--- src/rtl/corefifo_wr_gray_ptr_pkg.sv ---
// Shared constants and types for the FIFO write-side Gray pointer block.
package corefifo_wr_gray_ptr_pkg;

    localparam int ADDRWIDTH_DEF = 3;
    localparam int PTR_W_DEF     = ADDRWIDTH_DEF + 1;
    localparam int DEPTH_DEF     = 1 << ADDRWIDTH_DEF;
    localparam int AFULL_DEF     = 6;

    typedef struct packed {
        logic full;
        logic afull;
        logic ack;
        logic ovf;
    } wr_flags_t;

endpackage

--- src/rtl/corefifo_wr_gray_ptr_if.sv ---
// Write-side bus: request and synced read pointer in, RAM strobe and status out.
interface corefifo_wr_gray_ptr_if
    import corefifo_wr_gray_ptr_pkg::*;
#(
    parameter int ADDRWIDTH = ADDRWIDTH_DEF
);

    logic                 we;
    logic [ADDRWIDTH:0]   rd_ptr_gray_sync;
    logic [ADDRWIDTH-1:0] wr_addr;
    logic [ADDRWIDTH:0]   wr_ptr_gray;
    logic                 wr_en_ram;
    logic                 full;
    logic                 afull;
    logic                 wr_ack;
    logic                 overflow;
    logic [ADDRWIDTH:0]   wr_count;

    modport master (
        output we, rd_ptr_gray_sync,
        input  wr_addr, wr_ptr_gray, wr_en_ram, full,
        input  afull, wr_ack, overflow, wr_count
    );

    modport slave (
        input  we, rd_ptr_gray_sync,
        output wr_addr, wr_ptr_gray, wr_en_ram, full,
        output afull, wr_ack, overflow, wr_count
    );

endinterface

--- src/rtl/corefifo_wr_gray_ptr_gray2bin.sv ---
// Combinational Gray-to-binary decoder: bit i is the XOR of Gray bits i..MSB.
module corefifo_wr_gray_ptr_gray2bin
    import corefifo_wr_gray_ptr_pkg::*;
#(
    parameter int ADDRWIDTH = ADDRWIDTH_DEF
) (
    input  logic [ADDRWIDTH:0] gray_i,
    output logic [ADDRWIDTH:0] bin_o
);

    for (genvar i = 0; i <= ADDRWIDTH; i++) begin : g_bit
        assign bin_o[i] = ^gray_i[ADDRWIDTH:i];
    end

endmodule

--- src/rtl/corefifo_wr_gray_ptr.sv ---
// Write-domain pointer of an async FIFO: binary/Gray pointer, full/afull,
// occupancy, ack and overflow pulses, all registered on the same edge.
module corefifo_wr_gray_ptr
    import corefifo_wr_gray_ptr_pkg::*;
#(
    parameter int ADDRWIDTH = ADDRWIDTH_DEF,
    parameter int AFULL_VAL = AFULL_DEF
) (
    input logic                   clk,
    input logic                   reset,
    corefifo_wr_gray_ptr_if.slave wr
);

    localparam int PW = ADDRWIDTH + 1;

    logic [PW-1:0] wbin_q, wbin_d;
    logic [PW-1:0] gray_q, gray_d;
    logic [PW-1:0] cnt_q, cnt_d;
    logic [PW-1:0] rbin;
    logic [PW-1:0] full_cmp;
    wr_flags_t     flags_q, flags_d;
    logic          accept;

    corefifo_wr_gray_ptr_gray2bin #(
        .ADDRWIDTH (ADDRWIDTH)
    ) ptr_gray2bin (
        .gray_i (wr.rd_ptr_gray_sync),
        .bin_o  (rbin)
    );

    assign accept = wr.we & ~flags_q.full;

    // Full when our next Gray pointer is one lap ahead of the read pointer:
    // in Gray code that is the read pointer with its top two bits inverted.
    assign full_cmp = {~wr.rd_ptr_gray_sync[ADDRWIDTH:ADDRWIDTH-1],
                       wr.rd_ptr_gray_sync[ADDRWIDTH-2:0]};

    always_comb begin
        wbin_d        = wbin_q + PW'(accept);
        gray_d        = wbin_d ^ (wbin_d >> 1);
        cnt_d         = wbin_d - rbin;
        flags_d.full  = (gray_d == full_cmp);
        flags_d.afull = (int'(cnt_d) >= AFULL_VAL);
        flags_d.ack   = accept;
        flags_d.ovf   = wr.we & flags_q.full;
    end

    always_ff @(posedge clk) begin
        if (reset) begin
            wbin_q  <= '0;
            gray_q  <= '0;
            cnt_q   <= '0;
            flags_q <= '0;
        end else begin
            wbin_q  <= wbin_d;
            gray_q  <= gray_d;
            cnt_q   <= cnt_d;
            flags_q <= flags_d;
        end
    end

    assign wr.wr_en_ram   = accept;
    assign wr.wr_addr     = wbin_q[ADDRWIDTH-1:0];
    assign wr.wr_ptr_gray = gray_q;
    assign wr.wr_count    = cnt_q;
    assign wr.full        = flags_q.full;
    assign wr.afull       = flags_q.afull;
    assign wr.wr_ack      = flags_q.ack;
    assign wr.overflow    = flags_q.ovf;

endmodule

--- src/flat_wrapper.sv ---
// flat-port wrapper written by rule: the top's interface ports become plain ports
module corefifo_wr_gray_ptr_flat import corefifo_wr_gray_ptr_pkg::*;
#(
    parameter int ADDRWIDTH = ADDRWIDTH_DEF,
    parameter int AFULL_VAL = AFULL_DEF
)
  (clk, reset, wr_we, wr_rd_ptr_gray_sync, wr_wr_addr, wr_wr_ptr_gray, wr_wr_en_ram, wr_full, wr_afull, wr_wr_ack, wr_overflow, wr_wr_count);
  corefifo_wr_gray_ptr_if #(.ADDRWIDTH(ADDRWIDTH)) wr_i ();
  input logic clk;
  input logic reset;
  input wire logic [$bits(wr_i.we)-1:0] wr_we;
  input wire logic [$bits(wr_i.rd_ptr_gray_sync)-1:0] wr_rd_ptr_gray_sync;
  output wire logic [$bits(wr_i.wr_addr)-1:0] wr_wr_addr;
  output wire logic [$bits(wr_i.wr_ptr_gray)-1:0] wr_wr_ptr_gray;
  output wire logic [$bits(wr_i.wr_en_ram)-1:0] wr_wr_en_ram;
  output wire logic [$bits(wr_i.full)-1:0] wr_full;
  output wire logic [$bits(wr_i.afull)-1:0] wr_afull;
  output wire logic [$bits(wr_i.wr_ack)-1:0] wr_wr_ack;
  output wire logic [$bits(wr_i.overflow)-1:0] wr_overflow;
  output wire logic [$bits(wr_i.wr_count)-1:0] wr_wr_count;
  assign wr_i.we = wr_we;
  assign wr_i.rd_ptr_gray_sync = wr_rd_ptr_gray_sync;
  assign wr_wr_addr = wr_i.wr_addr;
  assign wr_wr_ptr_gray = wr_i.wr_ptr_gray;
  assign wr_wr_en_ram = wr_i.wr_en_ram;
  assign wr_full = wr_i.full;
  assign wr_afull = wr_i.afull;
  assign wr_wr_ack = wr_i.wr_ack;
  assign wr_overflow = wr_i.overflow;
  assign wr_wr_count = wr_i.wr_count;
  corefifo_wr_gray_ptr #(.ADDRWIDTH(ADDRWIDTH), .AFULL_VAL(AFULL_VAL)) u_core (.clk(clk), .reset(reset), .wr(wr_i));
endmodule
--- config.mk ---
export PLATFORM = sky130hd
export DESIGN_NAME = corefifo_wr_gray_ptr_flat
export DESIGN_NICKNAME = d
export VERILOG_FILES = /design/src/rtl/corefifo_wr_gray_ptr_pkg.sv /design/src/rtl/corefifo_wr_gray_ptr_if.sv /design/src/rtl/corefifo_wr_gray_ptr_gray2bin.sv /design/src/rtl/corefifo_wr_gray_ptr.sv /design/src/flat_wrapper.sv
export SDC_FILE = /design/constraint.sdc
export NUM_CORES = 1
export LEC_CHECK = 0
export CORE_MARGIN = 2
export CORE_UTILIZATION = 40
export CTS_CLUSTER_DIAMETER = 120
export CTS_CLUSTER_SIZE = 16
export DETAILED_ROUTE_END_ITERATION = 12
export PLACE_DENSITY = 0.68
export SYNTH_ARGS = -nofsm -noshare
export SYNTH_HDL_FRONTEND = slang
export SYNTH_HIERARCHICAL = 1
export SYNTH_SLANG_ARGS = --single-unit
--- constraint.sdc ---
create_clock -name clk -period 2.6 [get_ports clk]
set_input_delay 0.52 -clock clk [delete_from_list [all_inputs] [get_ports clk]]
set_output_delay 0.52 -clock clk [all_outputs]
set_load 0.05 [all_outputs]
# After elaboration in Yosys (flattened, before gate mapping)
# Cells that the tools add are included.
[op_classes]
add_sub_neg = 2
n_eq_ne = 1
magnitude_cmp = 1
bitwise_logic = 5
n_reduce_logical = 3
[ops]
columns = ["cell", "n"]
rows = [
  ["4-bit by 1-bit adder with 4-bit output", 1],
  ["4-bit == test", 1],
  ["4-bit by 3-bit greater-or-equal comparator with 1-bit output, second input constant", 1],
  ["4-bit XOR reduction", 1],
  ["4-bit subtractor", 1],
  ["4-bit by 3-bit XOR with 4-bit output", 1],
  ["3-bit XOR reduction", 1],
  ["1-bit bitwise AND", 2],
  ["2-bit inverter", 1],
  ["2-bit XOR reduction", 1],
  ["1-bit inverter", 1],
]
[totals]
output_inout_bits = 16
ff_bits = 16
elab_cells = 19
input_bits = 7

# Longest topological paths before layout
# Gate-level depths: netlist of the first run.
[logic_depth]
depth_word = 5
depth_mapped = 10
depth_no_buf = 10

# Hierarchy
# The synthesis of the first run kept the hierarchy.
[by_module_without_submodules]
columns = ["module", "cells_per_inst", "n_inst", "area_each_um2"]
rows = [
  ["corefifo_wr_gray_ptr", 63, 1, 690.7],
  ["corefifo_wr_gray_ptr_gray2bin", 5, 1, 50.0],
]

# Worst setup path before layout of the first run
# OpenSTA, ideal clock, no wires.
[synth_timing]
path_type = "reg2reg"
startpoint = "register u_core.flags_q, in the netlist u_core/wr.full"
endpoint = "register u_core.flags_q, in the netlist u_core/wr.afull"
required_ns = 2.533
setup_ns = 0.067
n_path_buf = 0
stages_incl_launch_ff = 11
t_arrival_ns = 3.007
slack_ns = -0.474
path_cell_list = "dfxtp_1 nor2b_1 ha_1 ha_1 xnor2_1 inv_1 ha_1 nand2_1 o21ai_0 xnor3_1 o21ai_2"
[synth_between]
elab_chain_len = 5
[synth_lines]
columns = ["element", "line_no", "rtl"]
rows = [
  ["start: declaration", "corefifo_wr_gray_ptr.sv:21", "wr_flags_t flags_q, flags_d;"],
  ["start signal: assignment", "corefifo_wr_gray_ptr.sv:58", "flags_q <= flags_d;"],
  ["1-bit inverter", "corefifo_wr_gray_ptr.sv:31", "assign accept = wr.we & ~flags_q.full;"],
  ["1-bit bitwise AND", "corefifo_wr_gray_ptr.sv:31", ""],
  ["named net wr_wr_en_ram", "flat_wrapper.sv:15", "output wire logic [$bits(wr_i.wr_en_ram)-1:0] wr_wr_en_ram;"],
  ["4-bit by 1-bit adder with 4-bit output", "corefifo_wr_gray_ptr.sv:39", "wbin_d = wbin_q + PW'(accept);"],
  ["named net u_core.wbin_d[2]", "corefifo_wr_gray_ptr.sv:16", "logic [PW-1:0] wbin_q, wbin_d;"],
  ["4-bit subtractor", "corefifo_wr_gray_ptr.sv:41", "cnt_d = wbin_d - rbin;"],
  ["4-bit by 3-bit greater-or-equal comparator with 1-bit output", "corefifo_wr_gray_ptr.sv:43", "flags_d.afull = (int'(cnt_d) >= AFULL_VAL);"],
]
# The timed path passes the listed nets, and every way through them passes these cells.
# A chain may end at the register's enable or synchronous reset.

# Worst setup path after layout of the first run
[layout_timing]
startpoint = "input wr_we"
endpoint = "register u_core.flags_q, in the netlist u_core/wr.full"
[layout_between]
elab_chain_len = 4
[layout_lines]
columns = ["element", "line_no", "rtl"]
rows = [
  ["start: declaration", "flat_wrapper.sv:11", "input wire logic [$bits(wr_i.we)-1:0] wr_we;"],
  ["1-bit bitwise AND", "corefifo_wr_gray_ptr.sv:31", ""],
  ["4-bit by 1-bit adder with 4-bit output", "corefifo_wr_gray_ptr.sv:39", ""],
  ["4-bit by 3-bit XOR with 4-bit output", "corefifo_wr_gray_ptr.sv:40", "gray_d = wbin_d ^ (wbin_d >> 1);"],
  ["4-bit == test", "corefifo_wr_gray_ptr.sv:42", "flags_d.full = (gray_d == full_cmp);"],
]
# Every way passes these cells.

==> results of run 1 <==
## worst reg2reg max path, delay by kind of cell, from the launching register on
| family | cells | cell delay, ns |
|---|---|---|
| AO/OA/AOI/OAI | 1 | 0.14 |
| XOR/XNOR | 2 | 0.63 |
| adder cells (fa/ha/maj) | 2 | 0.41 |
| buffers and inverters | 1 | 0.16 |
| flip-flops | 1 | 0.37 |
| AND/OR/NAND/NOR | 2 | 0.25 |
## metrics by stage
| step | hold WS (ns) | power, mW | TNS (ns) | setup slack (ns) |
|---|---|---|---|---|
| 2_1_floorplan | 0.584 | 0.511 | 0 | 0.0558 |
| 3_3_place_gp | 0.455 | 0.632 | -0.237 | -0.101 |
| 3_5_place_dp | 0.464 | 0.632 | -0.350 | -0.158 |
| 4_1_cts | 0.476 | 0.763 | 0 | 0.140 |
| 5_1_grt | 0.502 | 0.805 | 0 | 0.0414 |
| 6_report | 0.472 | 0.758 | 0 | 0.175 |
## layer usage
layer	vias up	global-route usage (%)	part of all wire, %
li1	287	-	-
met1	249	18.5	45
met2	15	20.5	50
met3	0	6.92	5.0
met4	0	5.00	0
met5	-	0	0
## power by group through the flow
stage / combinational, mW / clock, mW / sequential [mW]
floorplan: 0.116 / 0 / 0.395
global placement: 0.352 / 0 / 0.280
detailed placement: 0.352 / 0 / 0.280
CTS: 0.353 / 0.135 / 0.275
global route: 0.377 / 0.150 / 0.278
finish: 0.354 / 0.130 / 0.274
## synth_stat cells, drive strengths merged
cell type and n:
dfxtp 15, nor2 11, xnor2 6, xor2 6, ha 5, inv 5
o21ai 3, xnor3 3, a21oi 2, nand2 2, and3 1, and3b 1
buf 1, clkbuf 1, fa 1, nand3 1, nor2b 1, nor3b 1
nor4 1, or3 1
## cell families (layout without fill, tap and decap cells)
group,Yosys count,count (layout),synth area share (%)
xor gates and xnor gates,15,15,25.8
AOI/OAI and AO/OA,5,5,3.88
buffers and inverters,7,42,4.05
DFF,15,15,40.5
and+or+nand+nor,20,20,14.5
adders and majority gates,6,6,11.1
## worst max-delay path by stage
stage | from | endpoint | slack (ns) | cells after the start
floorplan | wr_we | u_core/wr.afull | 0.06 | 10
global placement | wr_we | u_core/wr.afull | -0.10 | 9
detailed placement | wr_we | u_core/wr.wr_count[3] | -0.16 | 11
CTS | wr_we | u_core/wr.wr_count[3] | 0.14 | 11
global route | wr_we | u_core/wr.wr_count[3] | 0.04 | 11
finish | wr_we | u_core/wr.full | 0.18 | 9
## flip-flops by register name, summed over array words and instances, names as in the netlist
| register | cells |
|---|---|
| u_core/wbin_q | 4 |
| u_core/wr.afull | 1 |
| u_core/wr.full | 1 |
| u_core/wr.overflow | 1 |
| u_core/wr.wr_ack | 1 |
| u_core/wr.wr_count | 4 |
| u_core/wr.wr_ptr_gray | 3 |
## layout make-up
| type | count | share of cell area (%) |
|---|---|---|
| Timing Repair Buffer | 33 | 28.0 |
| Multi-Input combinational cell | 46 | 38.1 |
| Clock buffer | 4 | 2.35 |
| Sequential cell | 15 | 27.0 |
| Tap cell | 25 | 2.80 |
| Inverter | 5 | 1.68 |
==> impl_summary.md, run 1 <==
Timing
The final hold violation count is 0. The number of max-slew violations in the final report was 0. For the finished layout, the period the worst path requires is 2.42 ns. Setup violations remaining at the end of the flow were counted as 0.

For the pin with the worst max-slew slack, the measured transition is 0.496 ns. The worst path uses 93.3% of the clock period. The post-route clock skew is 0.00194 ns.

Setup repair after global routing left no endpoint under its margin. Derived from the worst setup path, the maximum achievable clock frequency is 412 MHz. The worst slew slack as a fraction of its limit is 66.8%.

Die
The die is 47.0 um tall. The die footprint is 0.00221 mm^2. The number of top-level pins is 23. The floorplan step set the die width to 47.0 um.

The total area inside the core boundary comes to 0.00173 mm^2. In this run the core area contains 15 standard-cell rows. For this configuration, the core starts out at a cell density of 42.9%.

Synthesis
The number of synthesized register bits is 15. Summed over its instances, the top area cell type makes up 40.5% of the synthesized netlist area. In the synthesized netlist, the number of instances is 68.

Sorting the synthesized cells by area gives the leading types as sky130_fd_sc_hd__dfxtp_1, sky130_fd_sc_hd__ha_1, sky130_fd_sc_hd__xnor2_1. The number of nets in the synthesized netlist is 81. The count of synthesis-stage warnings from yosys is 6.

After synthesis the cells add up to 741 um^2. Each instance of the synthesized netlist takes up on average 10.9 um^2. The largest area contributor in the netlist is sky130_fd_sc_hd__dfxtp_1. The synthesized netlist contains 24 unique library cells.

Summing the sequential cell areas from Yosys gives 40.5% of the chip area.

Cells and area
The post-route core utilization is 64.6%. The count of filler cells inserted in the layout is 152. The post-route non-filler standard cell count is 128. After routing the design area is 0.00112 mm^2. The number of antenna repair diodes is 0. The final net count is 117. The growth of design area from synthesis to finish is 50.7%. The library cells used most frequently in the layout, excluding fill and tap cells, are sky130_fd_sc_hd__clkdlybuf4s50_1, sky130_fd_sc_hd__dfxtp_1, sky130_fd_sc_hd__buf_4, sky130_fd_sc_hd__nor2_1. The multi-input combinational cells in the finished layout cover a total of 425 um^2. The post-route netlist has 24.3% of its cells at a drive strength greater than 1.

The library cell used most frequently in the layout, excluding fill and tap cells, is sky130_fd_sc_hd__clkdlybuf4s50_1. The combined flip-flop and latch cell area is 302 um^2.

Power and ir drop
The leakage power is 0.497 nW. Of the total power, combinational logic draws 46.7%. The internal power of the cells totals 0.466 mW. The total net switching power is 0.291 mW. Across the VDD grid, the largest voltage drop is 0.571 mV.

The switching part of the total is 38.5%. Sequential cells burn 36.1% of the power. Of the total power, the clock network draws 17.2%. The power density over the cells is 679 mW/mm^2.

Global routing
In the global route stage, overall resource usage came out at 14.2%. The via count of the first global-routing pass is 473. The remaining global-route overflow is 0. Entering global routing, the biggest net connects 10 pins. The first global-routing pass estimated 2.09 mm of wire. The initial antenna violation count is 0.

Worst hold path
Along the worst hold path, the cell count comes to 1. The path class of the tightest hold or removal check is register to register. The worst hold path begins at u_core/wr.full. The worst hold path terminates at u_core/wr.wr_ack.

Placed design
The number of placed cells counting well taps is 124. Summed over all nets, the half-perimeter wirelength after detailed placement is 1.10 mm. Routability-driven placement finished with a final weighted congestion of 0.824. The number of port buffers is 22.

The placed instances occupy a cell area of 0.00108 mm^2.

Detailed routing
The average detailed-routed wire length per instance is 10.7 um. Detailed routing inserted a total of 551 vias. The number of detailed-route iterations in the first pass is 4. Using the TritonRoute via totals, the vias-per-cell ratio works out to 4.30. The number of violations reported at the end of detailed-routing iteration 0 is 7. The detail route stage leaves a number of antenna-violating nets equal to 0. The remaining design rule violation count is 0. The aggregate routed wire length is 1.37 mm.

Clock network
The library cell used as clock root buffer is sky130_fd_sc_hd__clkbuf_4. The largest buffer count on any clock path is 2. The number of CTS-inserted buffers is 3. The buffer count from post-CTS setup fixing is 0. The count of hold-fix buffers inserted at cts is 0. CTS built an H-tree with a depth of 1.

The clock reaches the later pin of the worst-skew pair after 0.28 ns. The clock net in this run drives a total of 15 sinks. The number of gates resized after CTS was 0. TritonCTS built the clock tree.

Clock-pin slew was measured on the worst setup and hold paths at 0.08 ns.

Critical path
The peak per-stage delay on the critical path is 0.43 ns. The category of the critical setup timing path is input pin to register. The critical path launch point type is an input pin.

For the worst setup path, the data arrival time is 2.62 ns. The worst register-to-register path has a setup slack of 0.57 ns. The critical path buffer and inverter count is 2. The critical path's slowest cell is sky130_fd_sc_hd__clkdlybuf4s50_1. The category of the worst setup path capture point is a register.

The required time at the worst-slack endpoint is 2.79 ns. The start of the worst register-to-register path is u_core/wr.full. The endpoint of the worst register-to-register path is u_core/wr.full. The most frequent cell on the critical path is sky130_fd_sc_hd__ha_1. The maximum fanout encountered on the critical timing path is 3. The largest delay contributor family on the critical path is XOR/XNOR gates. For the worst flop-to-flop path, the logic depth is 8. The critical path goes through clkdlybuf4s50_1, nor2b_4, ha_1, ha_1, buf_4, xnor3_4, xor2_1, o21ai_1, nor4_2.

Run
The number of max-cap violations is 0.

Status
The flow ran to the end, and the final reports show no timing, DRC or antenna violations.
Note: power is estimated with default switching activity, not from simulation.
==> run 2, diff against run 1 <==
Settings changed: TNS_END_PERCENT set to 100.
==> results of run 2 <==
Final layout, timing and power as in run 1 (identical DEF).
==> run 3, diff against run 2 <==
Settings changed: CORE_UTILIZATION 40 to 35, CTS_BUF_LIST set to sky130_fd_sc_hd__clkbuf_8, PLACE_DENSITY 0.68 to 0.61.
==> run 3 against run 2 <==
  * Clock power increased by 43%
  * Wire length increased by 1.5%
  * Power increased by 9.6%
  * Via count increased by 2.9%
  * Critical path type unchanged
  * Utilization decreased by 6.1 points
==> impl_summary.md, run 3 (same netlist as run 1, synthesis figures left out) <==
Status
The flow ran to the end, and the final reports show no timing, DRC or antenna violations.

Cells and area
The post-route standard cell area excluding fillers is 0.00116 mm^2 (+4.0%). The count of filler cells inserted in the layout is 172 (+13%). In the layout the commonest cells are sky130_fd_sc_hd__clkdlybuf4s50_1, sky130_fd_sc_hd__buf_4, sky130_fd_sc_hd__dfxtp_1. The growth of design area from synthesis to finish is 56.8%. The share of layout cells above drive strength 1 is 27.1% (+2.8 points). The commonest non-fill, non-tap cell in the layout is sky130_fd_sc_hd__clkdlybuf4s50_1. The number of antenna repair diodes is 0 (unchanged). The post-route non-filler standard cell count was 134 (+4.7%). The final net count came to 121 (+3.4%).

Clock network
The buffer count from post-CTS setup fixing is 0 (unchanged). Clock tree synthesis selected as its root buffer the cell sky130_fd_sc_hd__clkbuf_8. The number of CTS-inserted buffers came to 3 (unchanged). The count of H-tree levels built during CTS is 1 (unchanged). The number of sinks driven by the clock tree is 15 (unchanged). TritonCTS built the clock tree.

The clock edge transition at the registers on the reported setup and hold paths is 0.06 ns (-0.02 ns). The source-to-sink clock delay at the later pin of the worst-skew pair is 0.25 ns (-0.03 ns). The largest buffer count on any clock path is 2 (unchanged).

Power and ir drop
The total net switching power came to 0.303 mW (+3.9%). The leakage power is 0.526 nW (+5.8%). The logic gate share of total power is 44.5% (-2.2 points).

The relative contribution of the clock network to total power is 22.4% (+5.2 points). The power density over the cells is 715 mW/mm^2 (+5.3%). The worst ir drop on vdd is 0.373 mV (-35%).

The switching part of the total is 36.5% (-2.0 points). The internal power is 0.527 mW (+13%). The power share of the sequential group is 33.1% (-3.0 points).

Critical path
The category of the worst setup path capture point is a register. The most frequent cell on the critical path is sky130_fd_sc_hd__ha_1. The number of cells on the worst reg-to-reg path was 10 (+2). The critical path launch point type is an input pin. The required time at the worst-slack endpoint came to 2.78 ns (about the same). The peak per-stage delay on the critical path is 0.42 ns (about the same). The maximum fanout encountered on the critical timing path is 3 (unchanged).

The critical path depth in cells came to 11 (+2). The cell family contributing the most delay on the critical path is adder cells. The arrival time of data at the critical path endpoint was 2.67 ns (+0.05 ns). The internal reg-to-reg setup slack is 0.53 ns (-0.04 ns). The critical path buffer and inverter count is 2 (unchanged). The largest individual stage delay along the critical path comes from the cell sky130_fd_sc_hd__clkdlybuf4s50_1. The signal on the critical path passes through clkdlybuf4s50_1, nor2b_4, ha_1, ha_1, xnor2_1, inv_1, ha_1, nand2_1, o21ai_1, xnor3_1, o21ai_2. The endpoint identified for the worst register-to-register timing path is u_core/wr.afull. The start of the worst register-to-register path is u_core/wr.full. The category of the critical setup timing path is input pin to register.

Die
The core footprint is 0.00198 mm^2 (+15%). The die footprint is 0.00250 mm^2 (+13%). The overall die height was 50.0 um (+6.3%).

The cell row count is 16 (+1). The die width was 50.0 um (+6.3%). The number of top-level pins is 23 (unchanged).

The effective utilization at floorplan is 37.4% (-5.5 points).

Timing
The smallest hold slack was 0.472 ns (+0.000161 ns). The slack of the critical path was 0.102 ns (-0.0739 ns). The post-route clock skew was 0.00659 ns (+0.00466 ns). The final-layout setup total negative slack came to 0 ns (unchanged). The maximum frequency from static timing analysis is 400 MHz (-3.0%). The time the worst path needs with I/O delays and setup came to 2.50 ns (+0.0739 ns). The actual slew at the worst max-slew pin is 0.493 ns (-0.00368 ns).

Setup repair after global routing left no endpoint under its margin. The final number of setup-violating endpoints is 0 (unchanged). The final hold violation count is 0 (unchanged). The period utilization is 96.1% (+2.8 points).

The number of max-slew violations in the final report is 0 (unchanged). The worst slew slack as a fraction of its limit was 67.1% (+0.25 points).

Placed design
The number of port buffers is 22 (unchanged). The number of placed cells counting well taps is 130 (+4.8%). The pre-CTS setup slack was -0.203 ns (-0.0445 ns). The half-perimeter wire length after placement is 1.14 mm (+4.0%). The post-detailed-placement cell area is 0.00111 mm^2 (+3.0%).

The final weighted congestion in routability-driven placement came to 0.722 (-12%).

Detailed routing
The number of violations reported at the end of detailed-routing iteration 0 was 5 (-2). The number of detailed-route iterations in the first pass came to 2 (-2). The remaining design rule violation count is 0 (unchanged). The aggregate routed wire length came to 1.39 mm (+1.5%). The count of antenna-violating nets left after detailed routing was 0 (unchanged). The detail-routed via count per cell was 4.23 (-1.7%).

The average detailed-routed wire length per instance is 10.4 um (-3.0%). The via total after detailed routing was 567 (+2.9%).

Worst hold path
The start point of the worst min-delay path is u_core/wr.full. The instance count along the most critical hold path came to 1 (unchanged). The worst hold path class is register to register.

The worst-case hold path end point is u_core/wr.wr_ack.

Global routing
The remaining global-route overflow is 0 (unchanged). The global routing usage summed across all routing layers came to 12.8% (-1.4 points). The first-pass GRT wire length came to 2.42 mm (+16%). The via count of the first global-routing pass is 551 (+16%).

The initial antenna violation count is 0 (unchanged). The pin count of the biggest net entering global routing is 10 (unchanged).

Run
The number of max-cap violations is 0 (unchanged).
## run 3: cell types whose count changed in the layout (fill, tap and decap cells not counted)
cell	before	now
sky130_fd_sc_hd__buf_4	11	15
sky130_fd_sc_hd__clkbuf_4	3	0
sky130_fd_sc_hd__clkbuf_8	0	3
sky130_fd_sc_hd__clkbuf_1	1	0
sky130_fd_sc_hd__clkinv_2	0	1
sky130_fd_sc_hd__xnor2_1	5	6
sky130_fd_sc_hd__xnor2_2	1	0
## run 3: area by class of cell
type | instances | area, um^2 | share of cell area [%]
Tap cell | 27 | 33.8 | 2.91
Clock buffer | 3 | 41.3 | 3.56
Multi-Input combinational cell | 46 | 418 | 36.0
Sequential cell | 15 | 302 | 26.0
Inverter | 5 | 18.8 | 1.62
Clock inverter | 1 | 5.00 | 0.431
Timing Repair Buffer | 37 | 343 | 29.5
## run 3: how the worst max path moves through the flow
stage	startpoint	endpoint	slack, ns
after floorplan	wr_we	u_core/wr.afull	0.06
after global placement	wr_we	u_core/wr.afull	-0.17
after detailed placement	wr_we	u_core/wr.afull	-0.20
after CTS	wr_we	u_core/wr.afull	0.04
after global routing	wr_we	u_core/wr.afull	0.02
final	wr_we	u_core/wr.afull	0.10
## run 3: power by group through the flow
stage / logic, mW / clock network [mW] / registers, mW
after floorplan: 0.116 / 0 / 0.395
after global placement: 0.371 / 0 / 0.279
after detailed placement: 0.372 / 0 / 0.281
after CTS: 0.372 / 0.193 / 0.275
after global routing: 0.398 / 0.206 / 0.279
final: 0.369 / 0.186 / 0.275
## run 3: metal layers
| metal | GRT usage [%] | share of wire, % |
|---|---|---|
| met5 | 0 | 0 |
| met4 | 8.33 | 1.4 |
| met3 | 0.909 | 2.2 |
| met2 | 21.7 | 51 |
| met1 | 15.4 | 45 |
## run 3: repair_timing
item / in CTS / in global routing
gates resized for setup: 0 / 1
endpoints found under the hold margin: 0 / 0
hold buffers: 0 / 0
endpoints found under the setup margin: 0 / 2
## run 3: worst register-to-register path: stages, from the launching register on
cell                      delay (ns)
sky130_fd_sc_hd__dfxtp_2        0.37
sky130_fd_sc_hd__nor2b_4        0.05
sky130_fd_sc_hd__ha_1           0.20
sky130_fd_sc_hd__ha_1           0.21
sky130_fd_sc_hd__xnor2_1        0.19
sky130_fd_sc_hd__inv_1          0.08
sky130_fd_sc_hd__ha_1           0.32
sky130_fd_sc_hd__nand2_1        0.06
sky130_fd_sc_hd__o21ai_1        0.14
sky130_fd_sc_hd__xnor3_1        0.27
sky130_fd_sc_hd__o21ai_2        0.13
## run 3: metrics by stage
stage	power, mW	util [%]
2_1_floorplan	0.511	-
3_3_place_gp	0.650	56.3
3_5_place_dp	0.652	56.3
4_1_cts	0.841	58.6
5_1_grt	0.882	58.6
6_report	0.830	58.6
